File: src/rtl/vga_timing_controller_pkg.sv
// ---------------------------------------------------------------------------
// vga_timing_controller_pkg
//
// Shared definitions for the VGA timing controller:
//   - the 640x480@60 timing set, used as default parameter values by the top
//   - the controller FSM state encoding
//   - a helper that sums the four segments of a timing axis
// ---------------------------------------------------------------------------
package vga_timing_controller_pkg;

  // 640x480@60 with a 25 MHz-class pixel clock derived from a 2x system clock
  localparam int VGA_CLK_DIV   = 2;
  localparam int VGA_H_DISPLAY = 640;
  localparam int VGA_H_FRONT   = 16;
  localparam int VGA_H_SYNC    = 96;
  localparam int VGA_H_BACK    = 48;
  localparam int VGA_V_DISPLAY = 480;
  localparam int VGA_V_FRONT   = 10;
  localparam int VGA_V_SYNC    = 2;
  localparam int VGA_V_BACK    = 33;
  localparam int VGA_COORD_W   = 10;

  typedef enum logic [1:0] {
    ST_IDLE  = 2'd0,
    ST_RUN   = 2'd1,
    ST_DRAIN = 2'd2
  } vga_state_e;

  // Period of one axis: display + front porch + sync + back porch
  function automatic int axis_total(input int display, input int front,
                                    input int sync, input int back);
    return display + front + sync + back;
  endfunction

endpackage

File: src/rtl/vga_timing_controller_timing_axis.sv
// ---------------------------------------------------------------------------
// vga_timing_controller_timing_axis
//
// One timing axis (horizontal or vertical). A counter runs 0..TOTAL-1 and
// advances on CE; CLR forces it back to 0 and holds it there. Sync, visible
// and last are decoded directly from the count register.
//
// Ports:
//   CLK      system clock
//   RESET    synchronous, active-high reset (count -> 0)
//   CE       advance enable (one step per strobe)
//   CLR      hold the counter at 0 (takes priority over CE)
//   count    current position on the axis
//   sync_n   active-low sync, low inside the sync segment
//   visible  high while count is inside the display segment
//   last     high when count is TOTAL-1 (the next CE wraps to 0)
// ---------------------------------------------------------------------------
module vga_timing_controller_timing_axis
  import vga_timing_controller_pkg::*;
#(
  parameter int DISPLAY = 640,
  parameter int FRONT   = 16,
  parameter int SYNC    = 96,
  parameter int BACK    = 48,
  parameter int COUNT_W = 10
) (
  input  logic               CLK,
  input  logic               RESET,
  input  logic               CE,
  input  logic               CLR,
  output logic [COUNT_W-1:0] count,
  output logic               sync_n,
  output logic               visible,
  output logic               last
);

  localparam int TOTAL = axis_total(DISPLAY, FRONT, SYNC, BACK);

  localparam logic [COUNT_W-1:0] LAST_C       = COUNT_W'(TOTAL - 1);
  localparam logic [COUNT_W-1:0] DISP_C       = COUNT_W'(DISPLAY);
  localparam logic [COUNT_W-1:0] SYNC_START_C = COUNT_W'(DISPLAY + FRONT);
  localparam logic [COUNT_W-1:0] SYNC_END_C   = COUNT_W'(DISPLAY + FRONT + SYNC);

  always_ff @(posedge CLK) begin
    if (RESET) begin
      count <= '0;
    end else if (CLR) begin
      count <= '0;
    end else if (CE) begin
      count <= last ? '0 : count + 1'b1;
    end
  end

  assign last    = (count == LAST_C);
  assign visible = (count < DISP_C);
  assign sync_n  = !((count >= SYNC_START_C) && (count < SYNC_END_C));

endmodule

File: src/rtl/vga_timing_controller.sv
// ---------------------------------------------------------------------------
// vga_timing_controller
//
// Generates one VGA frame timeline from the system clock: a pixel-rate
// strobe, horizontal and vertical counters, sync pulses, display enable and
// pixel coordinates. Start and stop requests are only acted on at frame
// boundaries so the downstream display pipeline always sees whole frames.
//
// Ports:
//   CLK          system clock (single domain)
//   RESET        synchronous, active-high reset
//   ENABLE       level run request, sampled on pixel strobes
//   PIX_CE       one-CLK pixel strobe, every CLK_DIV cycles
//   HSYNC        horizontal sync, active low
//   VSYNC        vertical sync, active low
//   DE           display enable, high for visible pixels
//   X, Y         pixel coordinates, 0 whenever DE is low
//   LINE_START   high on the strobe cycle of pixel h=0
//   FRAME_START  high on the strobe cycle of pixel h=0, v=0
//   BUSY         high whenever the controller is not idle
// ---------------------------------------------------------------------------
module vga_timing_controller
  import vga_timing_controller_pkg::*;
#(
  parameter int CLK_DIV   = VGA_CLK_DIV,
  parameter int H_DISPLAY = VGA_H_DISPLAY,
  parameter int H_FRONT   = VGA_H_FRONT,
  parameter int H_SYNC    = VGA_H_SYNC,
  parameter int H_BACK    = VGA_H_BACK,
  parameter int V_DISPLAY = VGA_V_DISPLAY,
  parameter int V_FRONT   = VGA_V_FRONT,
  parameter int V_SYNC    = VGA_V_SYNC,
  parameter int V_BACK    = VGA_V_BACK,
  parameter int COORD_W   = VGA_COORD_W
) (
  input  logic               CLK,
  input  logic               RESET,
  input  logic               ENABLE,
  output logic               PIX_CE,
  output logic               HSYNC,
  output logic               VSYNC,
  output logic               DE,
  output logic [COORD_W-1:0] X,
  output logic [COORD_W-1:0] Y,
  output logic               LINE_START,
  output logic               FRAME_START,
  output logic               BUSY
);

  localparam int DIV_W = (CLK_DIV > 1) ? $clog2(CLK_DIV) : 1;
  localparam logic [DIV_W-1:0] DIV_LAST = DIV_W'(CLK_DIV - 1);

  // -------------------------------------------------------------------------
  // Pixel-rate divider. Free-running, including while idle. The strobe is
  // kept in a register that always equals (div == CLK_DIV-1) for the current
  // cycle, so it is glitch-free and reads 0 straight out of reset.
  // -------------------------------------------------------------------------
  logic [DIV_W-1:0] div;
  logic [DIV_W-1:0] div_nxt;
  logic             pix_ce;

  always_comb begin
    div_nxt = (div == DIV_LAST) ? '0 : div + 1'b1;
  end

  always_ff @(posedge CLK) begin
    if (RESET) begin
      div    <= '0;
      pix_ce <= 1'b0;
    end else begin
      div    <= div_nxt;
      pix_ce <= (div_nxt == DIV_LAST);
    end
  end

  // -------------------------------------------------------------------------
  // Horizontal and vertical axes. Both are held at 0 while idle; the vertical
  // axis steps once per line, on the strobe that wraps the horizontal axis.
  // -------------------------------------------------------------------------
  logic [COORD_W-1:0] h;
  logic [COORD_W-1:0] v;
  logic               h_sync_n;
  logic               v_sync_n;
  logic               h_vis;
  logic               v_vis;
  logic               h_last;
  logic               v_last;
  logic               busy;
  logic               axis_clr;
  logic               v_ce;

  assign axis_clr = !busy;
  assign v_ce     = pix_ce && h_last;

  vga_timing_controller_timing_axis #(
    .DISPLAY (H_DISPLAY),
    .FRONT   (H_FRONT),
    .SYNC    (H_SYNC),
    .BACK    (H_BACK),
    .COUNT_W (COORD_W)
  ) u_h_axis (
    .CLK     (CLK),
    .RESET   (RESET),
    .CE      (pix_ce),
    .CLR     (axis_clr),
    .count   (h),
    .sync_n  (h_sync_n),
    .visible (h_vis),
    .last    (h_last)
  );

  vga_timing_controller_timing_axis #(
    .DISPLAY (V_DISPLAY),
    .FRONT   (V_FRONT),
    .SYNC    (V_SYNC),
    .BACK    (V_BACK),
    .COUNT_W (COORD_W)
  ) u_v_axis (
    .CLK     (CLK),
    .RESET   (RESET),
    .CE      (v_ce),
    .CLR     (axis_clr),
    .count   (v),
    .sync_n  (v_sync_n),
    .visible (v_vis),
    .last    (v_last)
  );

  // -------------------------------------------------------------------------
  // Run control. Decisions are only taken on pixel strobes, so ENABLE pulses
  // that fall between strobes have no effect. busy is registered alongside
  // the state and is high exactly when the state is not IDLE.
  // -------------------------------------------------------------------------
  vga_state_e state;
  logic       frame_last;

  assign frame_last = h_last && v_last;

  always_ff @(posedge CLK) begin
    if (RESET) begin
      state <= ST_IDLE;
      busy  <= 1'b0;
    end else if (pix_ce) begin
      case (state)
        ST_IDLE: begin
          if (ENABLE) begin
            state <= ST_RUN;
            busy  <= 1'b1;
          end
        end
        ST_RUN: begin
          // A stop request landing on the last pixel is already at the frame
          // boundary, so there is nothing left to drain.
          if (!ENABLE) begin
            if (frame_last) begin
              state <= ST_IDLE;
              busy  <= 1'b0;
            end else begin
              state <= ST_DRAIN;
            end
          end
        end
        ST_DRAIN: begin
          if (ENABLE) begin
            state <= ST_RUN;
          end else if (frame_last) begin
            state <= ST_IDLE;
            busy  <= 1'b0;
          end
        end
        default: begin
          state <= ST_IDLE;
          busy  <= 1'b0;
        end
      endcase
    end
  end

  // -------------------------------------------------------------------------
  // Output decode from the current counters; everything is forced to its
  // inactive level while idle.
  // -------------------------------------------------------------------------
  always_comb begin
    DE          = busy && h_vis && v_vis;
    HSYNC       = busy ? h_sync_n : 1'b1;
    VSYNC       = busy ? v_sync_n : 1'b1;
    X           = DE ? h : '0;
    Y           = DE ? v : '0;
    LINE_START  = pix_ce && busy && (h == '0);
    FRAME_START = LINE_START && (v == '0);
  end

  assign PIX_CE = pix_ce;
  assign BUSY   = busy;

endmodule

File: config.mk
export PLATFORM = sky130hd
export DESIGN_NAME = vga_timing_controller
export DESIGN_NICKNAME = d
export VERILOG_FILES = /design/src/rtl/vga_timing_controller_pkg.sv /design/src/rtl/vga_timing_controller_timing_axis.sv /design/src/rtl/vga_timing_controller.sv
export SDC_FILE = /design/constraint.sdc
export NUM_CORES = 1
export LEC_CHECK = 0
export BUFFER_PORTS_ARGS = -buffer_cell sky130_fd_sc_hd__buf_2
export CORE_ASPECT_RATIO = 0.7
export CORE_MARGIN = 2
export CORE_UTILIZATION = 58
export DETAILED_ROUTE_END_ITERATION = 8
export HOLD_SLACK_MARGIN = 0.12
export PLACE_DENSITY_LB_ADDON = 0.12
export SLEW_MARGIN = 0
export SYNTH_ARGS = -nofsm -noshare
export SYNTH_HDL_FRONTEND = slang
export SYNTH_SLANG_ARGS = --single-unit
File: constraint.sdc
create_clock -name CLK -period 3.25 [get_ports CLK]
set_clock_uncertainty 0.05 [all_clocks]
set_input_delay 0.65 -clock CLK [delete_from_list [all_inputs] [get_ports CLK]]
set_output_delay 0.65 -clock CLK [all_outputs]
set_load 0.03 [all_outputs]
Word level (Yosys, flattened, before mapping)
Cells that the tools add are included.

storage, ports and cells
  bits in registers = 24
  output and inout bits = 27
  word-level logic and storage cells = 59
  input port bits = 3

cells by class
  bitwise gates (word level) = 1
  $add $sub $neg = 3
  equality and inequality tests = 9
  order comparisons = 6
  muxes and demuxes = 16
  reductions and logical operators = 19

operators with widths
  kind                     count
  $mux W10                 4
  $add A10 B1 Y10 const B  2
  $eq A10 B10 Y1 const B   2
  $logic_not A10 Y1        2
  $lt A10 B10 Y1 const B   2
  $lt A10 B9 Y1 const B    2
  $ge A10 B10 Y1 const B   1
  $ge A10 B9 Y1 const B    1
  $mux W2                  5
  $logic_and A1 B1 Y1      9
  $reduce_and A4 Y1        2
  $ne A2 B2 Y1 const B     3
  $pmux W2 S3              1
  $reduce_or A2 Y1         3
  $mux W1                  5
  $ne A3 B3 Y1 const B     1
  $eq A2 B1 Y1 const B     1
  $eq A2 B2 Y1 const B     1
  $logic_not A1 Y1         2
  $logic_not A2 Y1         1
  $ne A2 B1 Y1 const B     1
  $pmux W1 S2              1
  $add A1 B1 Y1 const B    1
  $not A1 Y1               1

Depth between registers and ports, before layout
  depth in word-level cells = 5
  depth in mapped cells = 6
  gate-level depth less buffers = 6

By module
A second synthesis with hierarchy kept.

second synthesis, totals
  cell total of the unflattened synthesis = 196
  area, all modules = 1652.8 um^2

modules (own cells, without submodules)
  module                                        area each (um^2)  cells an instance  instances  seq. area each (um^2)
  vga_timing_controller_timing_axis (u_h_axis)  593.1             71                 1          200.2
  vga_timing_controller_timing_axis (u_v_axis)  548.0             60                 1          200.2
  vga_timing_controller                         511.7             65                 1          80.1

Least setup slack after synthesis
No wires, ideal clock.

  path type = register to output
  from = register pix_ce (netlist: PIX_CE)
  to = output port FRAME_START
  cell stages (with the launch flop) = 5
  required time = 2550 ps
  arrival = 1741 ps
  path buffers = 1
  slack = 809 ps
  cell sequence = dfxtp_1 > buf_2 > and4bb_2 > and3_1 > and4_1

between the ends
  longest elaborated chain between the ends = 3

RTL lines
  what                              line                          source
  from (decl)                       vga_timing_controller.sv:60   logic pix_ce;
  from (signal assigned)            vga_timing_controller.sv:72   pix_ce <= (div_nxt == DIV_LAST);
  $logic_and A1 B1 Y1 (2 in a row)  vga_timing_controller.sv:189  LINE_START = pix_ce && busy && (h == '0);
  named net LINE_START              vga_timing_controller.sv:45   output logic LINE_START,
  $logic_and A1 B1 Y1               vga_timing_controller.sv:190  FRAME_START = LINE_START && (v == '0);
  to (decl)                         vga_timing_controller.sv:46   output logic FRAME_START,

The timed path passes the listed nets, and every way through them passes these cells.

Worst setup path in the final report
  from = register u_v_axis.count[5]
  to = output port X[0]

between the ends
  longest elaborated chain between the ends = 3

RTL lines
  what                    line                                     source
  from (decl)             vga_timing_controller_timing_axis.sv:31  output logic [COUNT_W-1:0] count,
  from (signal assigned)  vga_timing_controller_timing_axis.sv:50  count <= last ? '0 : count + 1'b1;
  $lt A10 B9 Y1           vga_timing_controller_timing_axis.sv:55  assign visible = (count < DISP_C);
  $logic_and A1 B1 Y1     vga_timing_controller.sv:184             DE = busy && h_vis && v_vis;
  $mux W10                vga_timing_controller.sv:187             X = DE ? h : '0;
  to (decl)               vga_timing_controller.sv:43              output logic [COORD_W-1:0] X,

No other way between the ends.

==> reports/metrics.csv <==
metric,value,unit
fin_ws,0.706,ns
core_area,2480,µm²
seqPwrFrac,59.1,%
nets,225,
drtIter0Drc,80,
p_sw,122,µW
cpPeakStageDelay,0.46,ns
hold_slack,0.472,ns
min_period,2.54,ns
worst_pin_slew,0.620,ns
numCtsBuffers,3,
start_util,61.3,%
peakVddDrop,0.212,mV
power_leakage,0.683,nW
ant_nets,0,
syn_avg_cell_area,8.08,µm²
rsz0062_at_grt,false,
clk_latency,0.26,ns
final_hold_viol_count,0,
setup_violations,0,
grt.total_usage,23.1,%
drive_gt1_share,17.0,%
startpoint_type,flip-flop,
area_growth,12.4,%
place_ws,1.05,ns
switching_share,23.7,%
maxSlewViolCount,0,
vias,1407,
place_inst,243,
synth_cell_types,43,
postCtsSetupRepairBufs,0,
grt_pass1_vias,1208,
grt_pass1_wl,5350,µm
ys_warn_count,0,
intPower,392,µW
die-height,46.8,µm
wl_per_cell,13.7,µm
die-area,3050,µm²
maxSlewHeadroom,58.4,%
clk_pin_slew_worst_paths,0.08,ns
die_w,65.2,µm
drt-vias-per-instance,5.72,
syn-num-nets,199,
overflow,0,
status,"complete, no violations",
cp_cell_sequence,nand4_1 > and4b_1 > and2_1 > buf_2,
num_io_pins,30,
clkPwrFrac,33.3,%
postCtsHoldBufs,0,
cp_data_arrival_time,1.84,ns
yosysSeqAreaShare,31.6,%
cts_tree,yes,
worst_setup_path_end_kind,output pin,
final_cells,246,
clock-sinks,24,
power_frac_comb,7.6,%
first_pass_iters,4,
critPathKind,flip-flop to output pin,
cp_top_family,simple AND/OR/NAND/NOR gates,
cp_num_buf_inv,1,
antenna_cells,0,
finalCritPeriodShare,78.3,%
wl,3370,µm
htreeDepth,1,
max_freq,393,MHz
drc_errors,0,
required,2.55,ns
fin_setup_tns,0,ns
max-cap-violations,0,
port_buffers,28,
antenna_found_initial,0,
netlist_area,1520,µm²
hp-class,flip-flop to flip-flop,
syn_inst,188,
rows,15,
cts_max_path_buffers,2,
power,514,µW
grt_max_degree,21,
hpwl,2500,µm
post_cts_resized,0,
yosys_register_bits,24,
gp_congestion,0.890,
cts_root_buf,clkbuf_8,
p_per_area,301,nW/µm²
cp_max_fo,20,
fill_cells,202,
cp_slowest_cell,dfxtp_1,
cell families (layout without fill, tap and decap cells):
logic type | Yosys count | count (layout) | synth area share, %
other | 1 | 1 | 0.247
buffers and inverters | 18 | 42 | 5.03
flip-flops | 24 | 24 | 31.6
AO/OA/AOI/OAI | 24 | 24 | 9.80
multiplexers | 2 | 2 | 1.32
XOR/XNOR | 12 | 12 | 6.92
adder cells (fa/ha/maj) | 8 | 8 | 6.59
AND/OR/NAND/NOR | 99 | 99 | 38.5
final timing paths:
kind | start | endpoint | slack, ns | cells past startpoint
worst max-delay path | u_v_axis.count[5] | X[0] | 0.71 | 4
worst min register to register | u_v_axis.count[8] | u_v_axis.count[8] | 0.47 | 2
worst max register to register | u_h_axis.count[0] | u_v_axis.count[7] | 0.98 | 5
worst min-delay path | u_v_axis.count[8] | u_v_axis.count[8] | 0.47 | 2
area by class of cell:
cell class	instances	area, µm²	area share, %
multi-input combinational	146	962	56.3
sequential	24	480	28.1
timing repair buffer	28	140	8.21
tap	34	42.5	2.49
clock buffer	3	41.3	2.42
inverter	11	41.3	2.42
sequential cells by signal, indices dropped and copies added, names as in the netlist:
name and flops:
BUSY 1, u_v_axis.count 10, u_h_axis.count 10, state 2, PIX_CE 1
placed cells by master (no fill, tap or decap), drive strengths merged, types with 5 or more instances in the layout:
master   n
inv     11
a21oi   10
and2    20
nand3    7
nand4    5
nand2   11
or4      5
xnor2    8
ha       8
nor2    20
dfxtp   24
buf     28
o21ai    5
nor3     5
per-layer routing:
layer | track usage [%] | part of all wire [%]
met3 | 4.80 | 4.3
met1 | 32.7 | 50
met2 | 36.7 | 45
met4 | 6.25 | 0.71
met5 | 0 | 0
worst reg2reg max path, cell delays in order, from the launching register on:
cell,delay [ns]
dfxtp_1,0.43
ha_1,0.25
nand4_2,0.16
or4_1,0.68
or4_1,0.46
a21oi_1,0.17
power by group through the flow:
| stage | logic, mW | clock network [mW] | registers (mW) |
|---|---|---|---|
| floorplan | 0.0281 | 0 | 0.311 |
| global placement | 0.0376 | 0 | 0.310 |
| detailed placement | 0.0390 | 0 | 0.311 |
| CTS | 0.0391 | 0.176 | 0.304 |
| global route | 0.0440 | 0.182 | 0.305 |
| finish | 0.0392 | 0.171 | 0.304 |
Yosys cell counts:
cell,number,area (µm²)
dfxtp_1,24,480
and2_1,20,125
nor2_1,20,75.1
inv_1,11,41.3
nand2_1,11,41.3
a21oi_1,10,50.1
ha_1,8,100
xnor2_1,8,70.1
nand3_1,7,35.0
nor3_1,5,25.0
or4_1,5,37.5
and3_1,4,25.0
buf_2,4,20.0
nand4_1,4,25.0
o21ai_0,4,20.0
xor2_1,4,35.0
nor2b_1,3,18.8
nor4_1,3,18.8
o31ai_1,3,22.5
or3_1,3,18.8
clkbuf_1,2,7.51
mux2i_1,2,20.0
nor3b_1,2,15.0
nor4b_1,2,17.5
a311o_1,1,10.0
a31oi_1,1,6.26
and4_1,1,8.76
and4b_1,1,10.0
and4bb_2,1,12.5
buf_4,1,7.51
conb_1,1,3.75
nand2b_1,1,6.26
nand4_2,1,12.5
nand4b_1,1,8.76
nand4b_4,1,23.8
nand4bb_1,1,11.3
o211ai_1,1,7.51
o21ai_1,1,5.00
o21ba_2,1,10.0
o311ai_0,1,8.76
o32ai_1,1,8.76
or2_1,1,6.26
or2_2,1,6.26
metrics by stage:
step | utilization (%) | area, µm²
after global placement | 67.3 | 1670
after CTS | 68.9 | 1710
after detailed placement | 67.3 | 1670
after floorplan | - | 1520
after global routing | 68.9 | 1710
final | 68.9 | 1710
(Power assumes the default switching activity.)
